## src/rtl/core_trace_capture.sv

```systemverilog
// Core trace capture: samples retired-instruction trace into a small record FIFO
// and serializes each record as a 3- or 4-word valid/ready stream.
module core_trace_capture #(
    parameter int unsigned DEPTH = 4
) (
    input  logic        clock,
    input  logic        reset,
    input  logic        trace_commit,
    input  logic [31:0] trace_pc,
    input  logic [31:0] trace_instruction,
    input  logic        trace_exception,
    input  logic        trace_interrupt_fire,
    input  logic [2:0]  trace_mode,
    input  logic        trace_rd_wenx,
    input  logic [4:0]  trace_rd_waddr,
    input  logic [31:0] trace_rd_wdata,
    output logic        out_valid,
    input  logic        out_ready,
    output logic [31:0] out_data,
    output logic        out_last,
    output logic        overflow,
    output logic [15:0] drop_count
);

    localparam int unsigned AW = (DEPTH > 1) ? $clog2(DEPTH) : 1;
    localparam int unsigned CW = AW + 1;
    localparam logic [CW-1:0] FullCount = CW'(DEPTH);

    typedef struct packed {
        logic [15:0] seq;
        logic        exc;
        logic        irq;
        logic [2:0]  mode;
        logic        has_rd;
        logic [4:0]  waddr;
        logic [31:0] pc;
        logic [31:0] insn;
        logic [31:0] wdata;
    } rec_t;

    typedef enum logic [2:0] {StIdle, StHdr, StPc, StInsn, StData} state_e;

    rec_t          mem_q [DEPTH];
    logic [AW-1:0] wr_ptr_q, rd_ptr_q;
    logic [CW-1:0] count_q, count_d;
    logic [15:0]   seq_q;
    logic          overflow_q;
    logic [15:0]   drop_count_q;
    state_e        state_q, state_d;

    rec_t new_rec;
    rec_t head;
    logic full;
    logic push;
    logic pop;
    logic drop;

    assign head = mem_q[rd_ptr_q];
    assign full = (count_q == FullCount);

    // Final word of the head record accepted by the sink.
    assign pop = out_ready & ((state_q == StData) | ((state_q == StInsn) & ~head.has_rd));

    // A full FIFO still takes a commit when the head leaves in the same cycle.
    assign push = trace_commit & ~reset & (~full | pop);
    assign drop = trace_commit & ~reset & full & ~pop;

    assign count_d = count_q + CW'(push) - CW'(pop);

    // Pack the incoming commit into a record.
    always_comb begin
        new_rec        = '0;
        new_rec.seq    = seq_q;
        new_rec.exc    = trace_exception;
        new_rec.irq    = trace_interrupt_fire;
        new_rec.mode   = trace_mode;
        new_rec.has_rd = trace_rd_wenx & (trace_rd_waddr != 5'd0);
        new_rec.waddr  = trace_rd_waddr;
        new_rec.pc     = trace_pc;
        new_rec.insn   = trace_instruction;
        new_rec.wdata  = trace_rd_wdata;
    end

    // Record storage; contents need no reset since the pointers gate visibility.
    always_ff @(posedge clock) begin
        if (push) begin
            mem_q[wr_ptr_q] <= new_rec;
        end
    end

    // FIFO pointers, sequence counter and drop accounting.
    always_ff @(posedge clock) begin
        if (reset) begin
            wr_ptr_q     <= '0;
            rd_ptr_q     <= '0;
            count_q      <= '0;
            seq_q        <= '0;
            overflow_q   <= 1'b0;
            drop_count_q <= '0;
        end else begin
            count_q <= count_d;
            if (push) begin
                wr_ptr_q <= wr_ptr_q + AW'(1);
            end
            if (pop) begin
                rd_ptr_q <= rd_ptr_q + AW'(1);
            end
            // Sequence advances for stored and dropped commits alike.
            if (trace_commit) begin
                seq_q <= seq_q + 16'd1;
            end
            if (drop) begin
                overflow_q <= 1'b1;
                if (drop_count_q != 16'hFFFF) begin
                    drop_count_q <= drop_count_q + 16'd1;
                end
            end
        end
    end

    // Serializer state register.
    always_ff @(posedge clock) begin
        if (reset) begin
            state_q <= StIdle;
        end else begin
            state_q <= state_d;
        end
    end

    // Serializer next state and stream outputs.
    always_comb begin
        state_d   = state_q;
        out_valid = 1'b0;
        out_data  = 32'd0;
        out_last  = 1'b0;
        unique case (state_q)
            StIdle: begin
                if (count_q != '0) begin
                    state_d = StHdr;
                end
            end
            StHdr: begin
                out_valid = 1'b1;
                out_data  = {head.seq, head.exc, head.irq, head.mode, head.has_rd,
                             head.waddr, 5'd0};
                if (out_ready) begin
                    state_d = StPc;
                end
            end
            StPc: begin
                out_valid = 1'b1;
                out_data  = head.pc;
                if (out_ready) begin
                    state_d = StInsn;
                end
            end
            StInsn: begin
                out_valid = 1'b1;
                out_data  = head.insn;
                out_last  = ~head.has_rd;
                if (out_ready) begin
                    if (head.has_rd) begin
                        state_d = StData;
                    end else begin
                        state_d = (count_d != '0) ? StHdr : StIdle;
                    end
                end
            end
            StData: begin
                out_valid = 1'b1;
                out_data  = head.wdata;
                out_last  = 1'b1;
                if (out_ready) begin
                    state_d = (count_d != '0) ? StHdr : StIdle;
                end
            end
            default: state_d = StIdle;
        endcase
    end

    assign overflow   = overflow_q;
    assign drop_count = drop_count_q;

endmodule

```

## config.mk

```make
export PLATFORM = sky130hd
export DESIGN_NAME = core_trace_capture
export DESIGN_NICKNAME = d
export VERILOG_FILES = /design/src/rtl/core_trace_capture.sv
export SDC_FILE = /design/constraint.sdc
export NUM_CORES = 1
export LEC_CHECK = 0
export ABC_CLOCK_PERIOD_IN_PS = 7000
export CORE_ASPECT_RATIO = 1.1
export CORE_MARGIN = 3
export CORE_UTILIZATION = 58
export CTS_CLUSTER_DIAMETER = 80
export DETAILED_ROUTE_END_ITERATION = 7
export PLACE_DENSITY = 0.84
export REMOVE_ABC_BUFFERS = 1
export SYNTH_ARGS = -nofsm -noshare
export SYNTH_HDL_FRONTEND = slang
export SYNTH_SLANG_ARGS = --single-unit
```

## constraint.sdc

```tcl
create_clock -name clock -period 7 [get_ports clock]
set_input_delay 1.4 -clock clock [delete_from_list [all_inputs] [get_ports clock]]
set_output_delay 1.4 -clock clock [all_outputs]
set_load 0.02 [all_outputs]
```

### Word-level counts from Yosys, hierarchy flattened

Memory sizes are Yosys's and may differ from the RTL's. A register that Yosys moved wholly into a read port is not among the register bits.
Index checks and enable logic that the tools add are counted.

| storage, ports and cells | value |
|---|---|
| bits in registers | 43 |
| logic and storage cells | 60 |
| bits in writable memories | 492 |
| bits in latches | 0 |
| bits in read-only memories | 0 |
| input port bits | 111 |
| output and inout bits | 51 |
| memories | 1 |

| cells by class | value |
|---|---|
| multiply operators | 0 |
| shift operators | 0 |
| $lt $le $gt $ge | 0 |
| reductions and logical operators | 7 |
| add/sub/neg operators | 6 |
| equality and inequality tests | 11 |
| muxes and demuxes | 15 |
| bitwise operators | 13 |
| divide/modulo/power cells | 0 |

Memories:

| memory | words | width | read ports | clocked after Yosys merged registers in | write ports | RTL line | source |
|---|---|---|---|---|---|---|---|
| mem_q | 4 | 123 | 1 | 1 | 1 | 43 | `rec_t mem_q [DEPTH];` |

Operator list:

| operator | count |
|---|---|
| $pmux W32 S4 | 1 |
| $add A16 B1 Y16 const B | 2 |
| $mux W3 | 6 |
| $ne A16 B16 Y1 const B | 1 |
| $pmux W3 S5 | 1 |
| $ne A2 B2 Y1 const B | 5 |
| $and A1 B1 Y1 | 7 |
| $eq A3 B2 Y1 const B | 2 |
| $eq A3 B3 Y1 const B | 2 |
| $reduce_bool A3 Y1 | 2 |
| $reduce_and A5 Y1 | 1 |
| $reduce_bool A5 Y1 | 1 |
| $add A2 B1 Y2 const B | 2 |
| $mux W1 | 4 |
| $mux W2 | 2 |
| $not A1 Y1 | 4 |
| $reduce_or A4 Y1 | 1 |
| $add A3 B1 Y3 | 1 |
| $eq A3 B1 Y1 const B | 1 |
| $logic_not A3 Y1 | 1 |
| $sub A3 B1 Y3 | 1 |
| $or A1 B1 Y1 | 2 |
| $pmux W1 S2 | 1 |
| $reduce_and A2 Y1 | 1 |

### Depth between registers and ports, before layout

| depth | value |
|---|---|
| depth in word-level cells | 13 |
| depth in mapped cells | 15 |
| depth with buffers taken out | 12 |

### Worst setup path after synthesis

OpenSTA, ideal clock, no wires.

| timing path | value |
|---|---|
| path type | input-to-reg |
| from | input port out_ready |
| to | memory mem_q[0][0] (netlist bit) (enable) |
| stages | 6 |
| setup time | 0.497 ns |
| data arrival time | 5.389 ns |
| slack | 1.114 ns |
| data required time | 6.503 ns |
| cells stage by stage | clkbuf_1 > or4bb_1 > o211ai_2 > buf_6 > buf_4 > and3_1 |

| between the ends | value |
|---|---|
| cells in the longest elaborated chain, start to end | 5 |

RTL lines:

| item | RTL line | source |
|---|---|---|
| start, declared | 18 | `input logic out_ready,` |
| $and A1 B1 Y1 | 62 | `assign pop = out_ready & ((state_q == StData) \| ((state_q == StInsn) & ~head.has_rd));` |
| $or A1 B1 Y1 | 65 | `assign push = trace_commit & ~reset & (~full \| pop);` |
| $and A1 B1 Y1 | 65 |  |
| $mux W1 | 86 | `if (push) begin` |
| $mux W1 (implied by the code) | 87 | `mem_q[wr_ptr_q] <= new_rec;` |
| end, declared | 43 |  |

Every way passes these cells.

==> results.cfg <==
[sta]
slew-limit-headroom_pct = 19.6
post-route-period-util_pct = 71.7
hold_viol_final = 0
max_freq_mhz = 199
setup_viol = 0
finalSetupTns_ps = 0
whs_ps = 484
fin_ws_ps = 1980
slew_violations = 0
tightest_slew_ps = 1200
rsz0062_at_grt = no
fin_worst_skew_ps = 15.3
fin_crit_ps = 5020

[hold_path]
hold_end = overflow
hold_path.class = reg -> reg
min_from = overflow
min_delay_path_depth = 1

[synth]
synth.top_cell.area_share_pct = 71.0
yosys_most_used_dff = edfxtp_1
synth.ff_latch_count = 537
synth-seq-area-share_pct = 75.3
synth_compound_area_share_pct = 3.52
synth_adder_area_share_pct = 0.577
synth_top_family_by_area = multiplexers
syn_inst = 1028
synth.avg_cell_area_um2 = 20.2
async_flop_share_pct = 0
synth_warnings = 0
synth_area_um2 = 20800
ys_top_cells_by_area = edfxtp_1, mux4_2, dfxtp_1, mux2i_1, a22oi_1
yosysTopAreaCell = edfxtp_1
synthSimpleGateAreaFrac_pct = 3.31
synth_edf_count = 492
synth_cell_types = 52
synthMuxAreaShare_pct = 15.1
synthXorXnorAreaFrac_pct = 0.716

[finish]
final-seq-area_um2 = 15700
final_layout_size_suffix_gt1_share_pct = 18.7
area_growth_pct = 18.6
nFillCells = 2112
layout_commonest_cell = edfxtp_1
multiInputGateArea_um2 = 4850
layout.nets = 1319
final_area_um2 = 24700
layout.cells.non_filler = 1724
postLayoutCoreUtil_pct = 69.9
layout.cells.most_common_list = edfxtp_1, clkdlybuf4s50_1, mux4_2

[run]
cap_violations = 0

[setup_path]
rr_worst_depth = 13
cp.required_ps = 5600
worstSetupEndpointType = output pin
path_class = reg -> out
r2r_slack_ps = 2730
critPathArrivalTime_ps = 3620
start_kind = register
path_max_fanout = 47
r2r_end = state_q[0]

[power_and_ir_drop]
switching_share_pct = 21.8
p_per_area_nw_per_um2 = 285
p_leak_nw = 7.52
clockPowerShare_pct = 38.6
p_seq_share_pct = 51.9
p_comb_share_pct = 9.5
vdd_drop_max_v = 0.000182
total_power_mw = 7.03
p_sw_mw = 1.53
p_int_mw = 5.50

[global_route]
grt_pass1_wl_um = 67400
first_global_vias = 11400
grt_remaining_overflow = 0
grt_max_degree = 76
antenna_found_initial = 2
track_usage_pct = 23.1

[routing]
drtAntennaViolNets = 0
num_vias = 10800
drt_iter0_markers = 1076
drcViolationCount = 0
vias_per_cell = 6.27
drt_pass1_iterations = 5
routed_wl_um = 43300
drt-wirelength-per-cell_um = 25.1

[cts]
cts_num_sinks = 537
cts_made_buffers = 50
cts-root-buf = clkbuf_16
cts.clk_slew.worst_paths_ps = 60
cts_tree = done
htree_levels = 2
insertion_delay_ps = 560
clock_path_buffers = 3
cts_post_setup_buffers_inserted = 0
holdBufCountCts = 0
cts_resized = 0

[placed_design]
dp_hpwl_um = 23900
place_area_um2 = 23000
place_ws_ps = 2060
placed_cells = 1628
io_buffers = 161
gp_congestion = 0.791

[floorplan]
ios = 162
start_util_pct = 58.9
die_x_um = 187
dieArea_um2 = 38200
core-area_um2 = 35300
fp.dieH_um = 205
rows = 72

[status]
status = completed
==> layout make-up <==
class                      count  area share, %
tap                          481           2.44
sequential                   537           63.6
inverter                      13          0.198
clock buffer                  68           5.59
clock inverter                25           1.11
multi-input combinational    418           19.7
timing repair buffer         179           7.38
antenna                        3         0.0304
==> metal layers <==
layer / wire, um / global-route usage, %
met2: 21900 / 38.1
met4: 1370 / 9.48
met5: 0 / 0
met1: 16700 / 31.2
met3: 3350 / 3.95
==> how the worst max path moves through the flow <==
stage / startpoint / to / slack [ps] / cells after the start
after floorplan: register / mem_q[0][0] / -3030 / 3
after global placement: out_ready / state_q[0] / 2180 / 14
after detailed placement: out_ready / state_q[0] / 2060 / 14
after CTS: register / out_data[6] / 1870 / 5
after global routing: register / out_data[16] / 1730 / 5
final: register / out_data[6] / 1980 / 5
==> worst max-delay path: stages (launching register included) <==
cell	delay, ps
dfxtp_4	970
buf_4	450
mux4_2	560
a22oi_1	290
o22ai_1	160
clkdlybuf4s50_1	580
==> sequential cells by signal, indices dropped and copies added, names as in the netlist, named ones only <==
| register | cells |
|---|---|
| seq_q | 16 |
| mem_q | 492 |
| state_q | 3 |
| overflow | 1 |
| count_q | 3 |
| drop_count | 16 |
| rd_ptr_q | 2 |
| wr_ptr_q | 2 |
==> logic make-up after synthesis <==
logic type                 count (synthesis)
AOI/OAI and AO/OA                        106
xor gates and xnor gates                  17
adders and majority gates                  9
buffers and inverters                     73
DFF                                      537
muxes                                    159
and+or+nand+nor                          127
==> synth_stat cells (all sizes together) (10+ instances only) <==
| cell type | count |
|---|---|
| edfxtp | 492 |
| mux4 | 123 |
| dfxtp | 45 |
| clkbuf | 38 |
| a22oi | 31 |
| mux2i | 30 |
| nor2 | 29 |
| o22ai | 28 |
| buf | 22 |
| nand2 | 15 |
| nand3 | 14 |
| a21oi | 13 |
| inv | 13 |
| nand4 | 11 |
| nor4 | 11 |
| xnor2 | 11 |
| nor2b | 10 |
==> power groups by stage <==
stage	sequential, mW	clock, mW	combinational [mW]
2_1_floorplan	3.75	0	0.315
3_3_place_gp	3.71	0	0.657
3_5_place_dp	3.71	0	0.669
4_1_cts	3.65	2.76	0.675
5_1_grt	3.66	2.87	0.712
6_report	3.65	2.71	0.670
Note: power is estimated with default switching activity, not from simulation.
